$ cat src/rtl/post_normalize_round.sv
// Post-add normalizer and round-to-nearest-even packer for the FP add/sub datapath.
// Stage 1 normalizes the raw sum; stage 2 rounds, detects overflow and packs the IEEE-754 word.
module post_normalize_round #(
    parameter int PRECISION = 32,
    localparam int EXPONENT_WIDTH = (PRECISION == 64) ? 11 : 8,
    localparam int MANTISSA_WIDTH = (PRECISION == 64) ? 52 : 23
) (
    input  logic                        I_Clk,
    input  logic                        I_nReset,
    input  logic                        I_Valid,
    input  logic                        I_Sign,
    input  logic [EXPONENT_WIDTH-1:0]   I_Exp,
    input  logic [MANTISSA_WIDTH+1:0]   I_Mantissa,
    input  logic                        I_Guard,
    input  logic                        I_Round,
    input  logic                        I_Sticky,
    output logic                        O_PostNorm_Valid,
    output logic [PRECISION-1:0]        O_PostNorm_Result,
    output logic                        O_PostNorm_Overflow,
    output logic                        O_PostNorm_Underflow,
    output logic                        O_PostNorm_Inexact
);

    localparam int EW  = EXPONENT_WIDTH;
    localparam int MW  = MANTISSA_WIDTH;
    localparam int IEW = EW + 2;
    localparam int LZW = $clog2(MW + 2);

    localparam logic signed [IEW-1:0] EXP_ONE = IEW'(1);
    localparam logic signed [IEW-1:0] EXP_MAX = IEW'((1 << EW) - 1);

    function automatic logic [LZW-1:0] lzc(input logic [MW:0] v);
        logic [LZW-1:0] n;
        n = LZW'(MW + 1);
        for (int i = 0; i <= MW; i++) begin
            if (v[i]) n = LZW'(MW - i);
        end
        return n;
    endfunction

    // Returns {carry_out, fraction} after the nearest-even increment.
    function automatic logic [MW:0] round_frac(input logic [MW-1:0] frac,
                                               input logic g, input logic r, input logic s);
        logic inc;
        inc = g & (r | s | frac[0]);
        return {1'b0, frac} + {{MW{1'b0}}, inc};
    endfunction

    function automatic logic saturates(input logic signed [IEW-1:0] e);
        return e >= EXP_MAX;
    endfunction

    logic                  carry_p0;
    logic [LZW-1:0]        lz_p0;
    logic signed [IEW-1:0] exp_in_p0;
    logic signed [IEW-1:0] lz_s_p0;
    logic [MW-1:0]         frac_shl_p0;

    logic signed [IEW-1:0] exp_n_p0;
    logic [MW-1:0]         frac_n_p0;
    logic                  g_n_p0, r_n_p0, s_n_p0, zero_n_p0, unf_n_p0, sign_n_p0;

    assign carry_p0    = I_Mantissa[MW+1];
    assign lz_p0       = lzc(I_Mantissa[MW:0]);
    assign exp_in_p0   = $signed({2'b00, I_Exp});
    assign lz_s_p0     = $signed({{(IEW-LZW){1'b0}}, lz_p0});
    // G then R refill the vacated low bits; the hidden bit falls off the top.
    assign frac_shl_p0 = MW'(({I_Mantissa[MW-1:0], I_Guard, I_Round} << lz_p0) >> 2);

    always_comb begin
        exp_n_p0  = exp_in_p0;
        frac_n_p0 = I_Mantissa[MW-1:0];
        g_n_p0    = I_Guard;
        r_n_p0    = I_Round;
        s_n_p0    = I_Sticky;
        zero_n_p0 = 1'b0;
        unf_n_p0  = 1'b0;
        sign_n_p0 = I_Sign;
        if (carry_p0) begin
            exp_n_p0  = exp_in_p0 + EXP_ONE;
            frac_n_p0 = I_Mantissa[MW:1];
            g_n_p0    = I_Mantissa[0];
            r_n_p0    = I_Guard;
            s_n_p0    = I_Round | I_Sticky;
        end else if (lz_p0 != '0) begin
            if (lz_p0 == LZW'(MW + 1) && !(I_Guard | I_Round | I_Sticky)) begin
                zero_n_p0 = 1'b1;
                sign_n_p0 = 1'b0;
            end else begin
                exp_n_p0  = exp_in_p0 - lz_s_p0;
                frac_n_p0 = frac_shl_p0;
                g_n_p0    = 1'b0;
                r_n_p0    = 1'b0;
                unf_n_p0  = (exp_in_p0 - lz_s_p0) < EXP_ONE;
            end
        end
    end

    // ---- stage 1 registers ----
    logic                  vld_p1;
    logic                  sign_p1, g_p1, r_p1, s_p1, zero_p1, unf_p1;
    logic signed [IEW-1:0] exp_p1;
    logic [MW-1:0]         frac_p1;

    always_ff @(posedge I_Clk or negedge I_nReset) begin
        if (!I_nReset) begin
            vld_p1 <= 1'b0;
        end else begin
            vld_p1 <= I_Valid;
        end
    end

    always_ff @(posedge I_Clk or negedge I_nReset) begin
        if (!I_nReset) begin
            sign_p1 <= 1'b0;
            exp_p1  <= '0;
            frac_p1 <= '0;
            g_p1    <= 1'b0;
            r_p1    <= 1'b0;
            s_p1    <= 1'b0;
            zero_p1 <= 1'b0;
            unf_p1  <= 1'b0;
        end else if (I_Valid) begin
            sign_p1 <= sign_n_p0;
            exp_p1  <= exp_n_p0;
            frac_p1 <= frac_n_p0;
            g_p1    <= g_n_p0;
            r_p1    <= r_n_p0;
            s_p1    <= s_n_p0;
            zero_p1 <= zero_n_p0;
            unf_p1  <= unf_n_p0;
        end
    end

    logic [MW:0]            rnd_p1;
    logic signed [IEW-1:0]  exp_rnd_p1;
    logic [PRECISION-1:0]   result_n_p1;
    logic                   ovf_n_p1, unf_n_p1, inx_n_p1;

    assign rnd_p1     = round_frac(frac_p1, g_p1, r_p1, s_p1);
    assign exp_rnd_p1 = exp_p1 + $signed({{(IEW-1){1'b0}}, rnd_p1[MW]});

    always_comb begin
        result_n_p1 = {sign_p1, exp_rnd_p1[EW-1:0], rnd_p1[MW-1:0]};
        ovf_n_p1    = 1'b0;
        unf_n_p1    = 1'b0;
        inx_n_p1    = g_p1 | r_p1 | s_p1;
        if (zero_p1) begin
            result_n_p1 = '0;
            inx_n_p1    = 1'b0;
        end else if (unf_p1) begin
            result_n_p1 = {sign_p1, {(PRECISION-1){1'b0}}};
            unf_n_p1    = 1'b1;
            inx_n_p1    = 1'b1;
        end else if (saturates(exp_rnd_p1)) begin
            result_n_p1 = {sign_p1, {EW{1'b1}}, {MW{1'b0}}};
            ovf_n_p1    = 1'b1;
            inx_n_p1    = 1'b1;
        end
    end

    // ---- stage 2 registers ----
    logic                 vld_p2;
    logic [PRECISION-1:0] result_p2;
    logic                 ovf_p2, unf_p2, inx_p2;

    always_ff @(posedge I_Clk or negedge I_nReset) begin
        if (!I_nReset) begin
            vld_p2 <= 1'b0;
        end else begin
            vld_p2 <= vld_p1;
        end
    end

    always_ff @(posedge I_Clk or negedge I_nReset) begin
        if (!I_nReset) begin
            result_p2 <= '0;
            ovf_p2    <= 1'b0;
            unf_p2    <= 1'b0;
            inx_p2    <= 1'b0;
        end else if (vld_p1) begin
            result_p2 <= result_n_p1;
            ovf_p2    <= ovf_n_p1;
            unf_p2    <= unf_n_p1;
            inx_p2    <= inx_n_p1;
        end
    end

    assign O_PostNorm_Valid     = vld_p2;
    assign O_PostNorm_Result    = result_p2;
    assign O_PostNorm_Overflow  = ovf_p2;
    assign O_PostNorm_Underflow = unf_p2;
    assign O_PostNorm_Inexact   = inx_p2;

endmodule
$ cat config.mk
export PLATFORM = sky130hd
export DESIGN_NAME = post_normalize_round
export DESIGN_NICKNAME = d
export VERILOG_FILES = /design/src/rtl/post_normalize_round.sv
export SDC_FILE = /design/constraint.sdc
export NUM_CORES = 1
export LEC_CHECK = 0
export ABC_AREA = 1
export BUFFER_PORTS_ARGS = -buffer_cell sky130_fd_sc_hd__buf_2
export CAP_MARGIN = 25
export CORE_ASPECT_RATIO = 2
export CORE_MARGIN = 1
export CORE_UTILIZATION = 59
export CTS_CLUSTER_DIAMETER = 30
export DETAILED_ROUTE_END_ITERATION = 10
export GPL_TIMING_DRIVEN = 0
export PLACE_DENSITY = 0.79
export SYNTH_ARGS = -nofsm -noshare
export SYNTH_HDL_FRONTEND = slang
export SYNTH_SLANG_ARGS = --single-unit
$ cat constraint.sdc
create_clock -name I_Clk -period 5.5 [get_ports I_Clk]
set_input_delay 1.1 -clock I_Clk [delete_from_list [all_inputs] [get_ports I_Clk]]
set_output_delay 1.1 -clock I_Clk [all_outputs]
set_load 0.03 [all_outputs]
==> metrics.txt <==
Synth Area in Compound Gates 17.0%; Async SR Flop Fraction 100%; site row count 50; clock sinks 76; Slowest Stage Delay on Critical Path 0.46 ns; Crit. End Element flop; H-tree lvl count 3; DRT antenna net count 0; ANT cells 0; full die area 10200 um2; xor and xnor area share after synthesis 2.89%; maxcap violations 0; Synth Instances 852; fmax 0.171 GHz; worst r2r src g_p1; multiplexer share of the synthesized area 0%; initial antenna violation count 0; Final Max Slew Viols 0; combinational share of power 30.6%; CP max-delay cell nor4_4; syn_area_per_cell 6.76 um2; Congestion Overflow GR 0; Reg clk slew, reported paths 0.07 ns; cell type with the largest total area after synthesis dfrtp_1; worst skew pair latency 0.35 ns; final wirelength 26600 um; skew final 0.0108 ns; setup_tns -4.10 ns; gp weighted congestion 1.12; NetSw 0.000750 W; Synth cell types 41; register area share after synthesis 33.0%; Clock power frac 32.6%; fill cell count 696; post-synthesis adder-cell area fraction 2.30%; max reg flops 32; final core occ 72.4%; top cells by area, synth dfrtp_1, nand2_1, nand3_1; Die Wd 71.8 um; part of the power in registers 36.8%; crit path DAT 6.05 ns; Initial DRC Count 1225; Synth Area in Simple Gates 33.6%; Post-CTS Hold Buffers 0; Hold Startpoint vld_p1; share of layout cells above drive strength 1 16.2%; DR pass1 iterations 10; Setup CP Type reg2reg; hold slack 0.413 ns; worst r2r dst O_PostNorm_Result[6]; Starting Density 60.9%; cell internal pwr 0.00118 W; leak pwr 3.38 nW; Crit Path Max Fanout 10; Die H 142 um; hold endpoint O_PostNorm_Valid; vias in the first global route 7032; yosys warns 0; NumNets Final 999; Max IR drop VDD 0.194 mV; Critical Path RT 5.71 ns; Slew headroom 35.7%; Placed Area 6290 um2; Final period util 106%; first-pass GRT wire length 37300 um; flops & latches, synth 76; r2r worst-path depth 28; DRC 1; setup violators final 25; Post-synth top flop dfrtp_1; status finished with violations; CTS tree done; CTS buffer count 9; # IOs 76; root buffer cell clkbuf_16; largest net degree at the start of global routing 77; syn nets 902; Worst Tran Pin Value 0.965 ns; Worst Hold Class reg2reg; Port Buffers 73; overall routing resource usage 49.4%; area delta synth->final 18.9%; Tmin final 5.85 ns; hold depth 0; Core ar. 9450 um2; Non-Filler Instances 1084; switching share of power 39.0%; DP Cell Count 1055; Vias 7485; post-route cell area 6840 um2; failing checks design-rule violations, negative setup slack; final count of hold timing violations 0; P per Cell Area 281 nW/um2; dpl hpwl 17100 um; drt wl/cell 24.6 um; largest family of logic cells by synthesized area simple AND/OR/NAND/NOR gates; Post-synth EDFFs 0; final worst slack -0.346 ns; post-synthesis instance area 5760 um2; Avg Vias per Cell 6.90; top cell type's share of synthesized area 33.0%; crit start category flop; Max Buffers Root-to-Sink 2; setup slack, reg-to-reg -0.35 ns
-- Yosys cell counts (5+ instances only) --
library cell / number
o211ai_1: 14
dfrtp_1: 76
o21ai_0: 43
nor4_1: 7
nand3_1: 134
clkbuf_1: 28
inv_1: 120
nand3b_1: 8
buf_2: 6
nand4_1: 11
nor2_1: 52
a21oi_1: 51
nand3_2: 7
o22ai_1: 14
o221ai_1: 10
o32ai_1: 8
ha_1: 9
nor3_1: 5
xor2_1: 18
nand2_1: 187
a31oi_1: 6
-- kinds of logic after synthesis --
group           after synthesis
simple gates                423
flops                        76
buf+inv                     163
fa+ha+maj                    10
compound gates              161
xor+xnor                     19
-- layer usage --
layer	global-route usage [%]	share of wire, %	vias up
met3	11.2	11	291
met5	0	0	-
met4	50.3	13	0
met2	83.3	47	792
met1	46.7	29	3330
li1	-	-	3072
-- power by group through the flow --
stage | clock, W | sequential [W] | combinational [W]
after CTS | 0.000606 | 0.000688 | 0.000529
after global placement | 0 | 0.000685 | 0.000497
after detailed placement | 0 | 0.000693 | 0.000514
after global routing | 0.000634 | 0.000711 | 0.000625
after floorplan | 0 | 0.000759 | 0.000270
final | 0.000628 | 0.000708 | 0.000590
-- layout by cell type, fill, tap and decap left out, types with 3 or more instances in the layout --
master      instances
buf_2              78
o22ai_1            14
dfrtp_1            76
clkbuf_16           9
nor2_2              4
a31oi_1             6
nand3b_1            8
xor2_1             17
o21ai_0            43
nand2_2             4
o211ai_1           14
nor4_1              6
o221ai_1           10
o2111ai_1           3
nand4_1            11
o21ai_1             3
o32ai_1             5
ha_1                7
nor2_1             47
inv_1             118
nand2_1           187
clkinvlp_4          4
buf_6               4
nor2_4              4
nand3_1           130
clkbuf_1           27
nand3_2            11
inv_2               4
a21oi_1            51
buf_4              15
nor3_1              4
-- area by class of cell --
class                   instances  area [um2]  share of cell area [%]
well taps                     130         163                    2.38
clock buffers                  11         253                    3.69
flip-flops and latches         76        1900                    27.8
repair buffers                 86         465                    6.80
plain buffers                  38         184                    2.69
multi-input cells             613        3340                    48.9
clock inverters                 5        60.1                   0.878
inverters                     125         472                    6.89
-- worst max-delay path: cells and delay by family, from the launching register on --
| kind | cells | cell delay (ns) |
|---|---|---|
| XOR/XNOR | 1 | 0.30 |
| flip-flops | 1 | 0.41 |
| AND/OR/NAND/NOR | 19 | 3.67 |
| adder cells (fa/ha/maj) | 2 | 0.37 |
| AO/OA/AOI/OAI | 1 | 0.30 |
| buffers and inverters | 5 | 0.63 |
-- metrics by stage --
step	setup WS, ns	total power (W)
CTS	0.00613	0.00182
global placement	0.247	0.00118
floorplan	1.38	0.00103
global route	-0.788	0.00197
finish	-0.346	0.00193
detailed placement	-0.243	0.00121
-- worst max path at each step --
stage / startpoint / endpoint / slack [ns] / depth (start not counted)
finish: g_p1 / O_PostNorm_Result[6] / -0.35 / 28
CTS: g_p1 / O_PostNorm_Result[8] / 0.006 / 28
global placement: g_p1 / O_PostNorm_Result[15] / 0.25 / 28
floorplan: g_p1 / O_PostNorm_Result[18] / 1.38 / 28
global route: g_p1 / O_PostNorm_Result[6] / -0.79 / 29
detailed placement: g_p1 / O_PostNorm_Result[15] / -0.24 / 28
-- repair_timing --
item                                   4_1_cts  5_1_grt
pin swaps                                    0       10
setup endpoints to repair                   23       32
setup buffers                                0       13
endpoints found under the hold margin        0        0
resized for setup                            9       24
(Power assumes the default switching activity.)
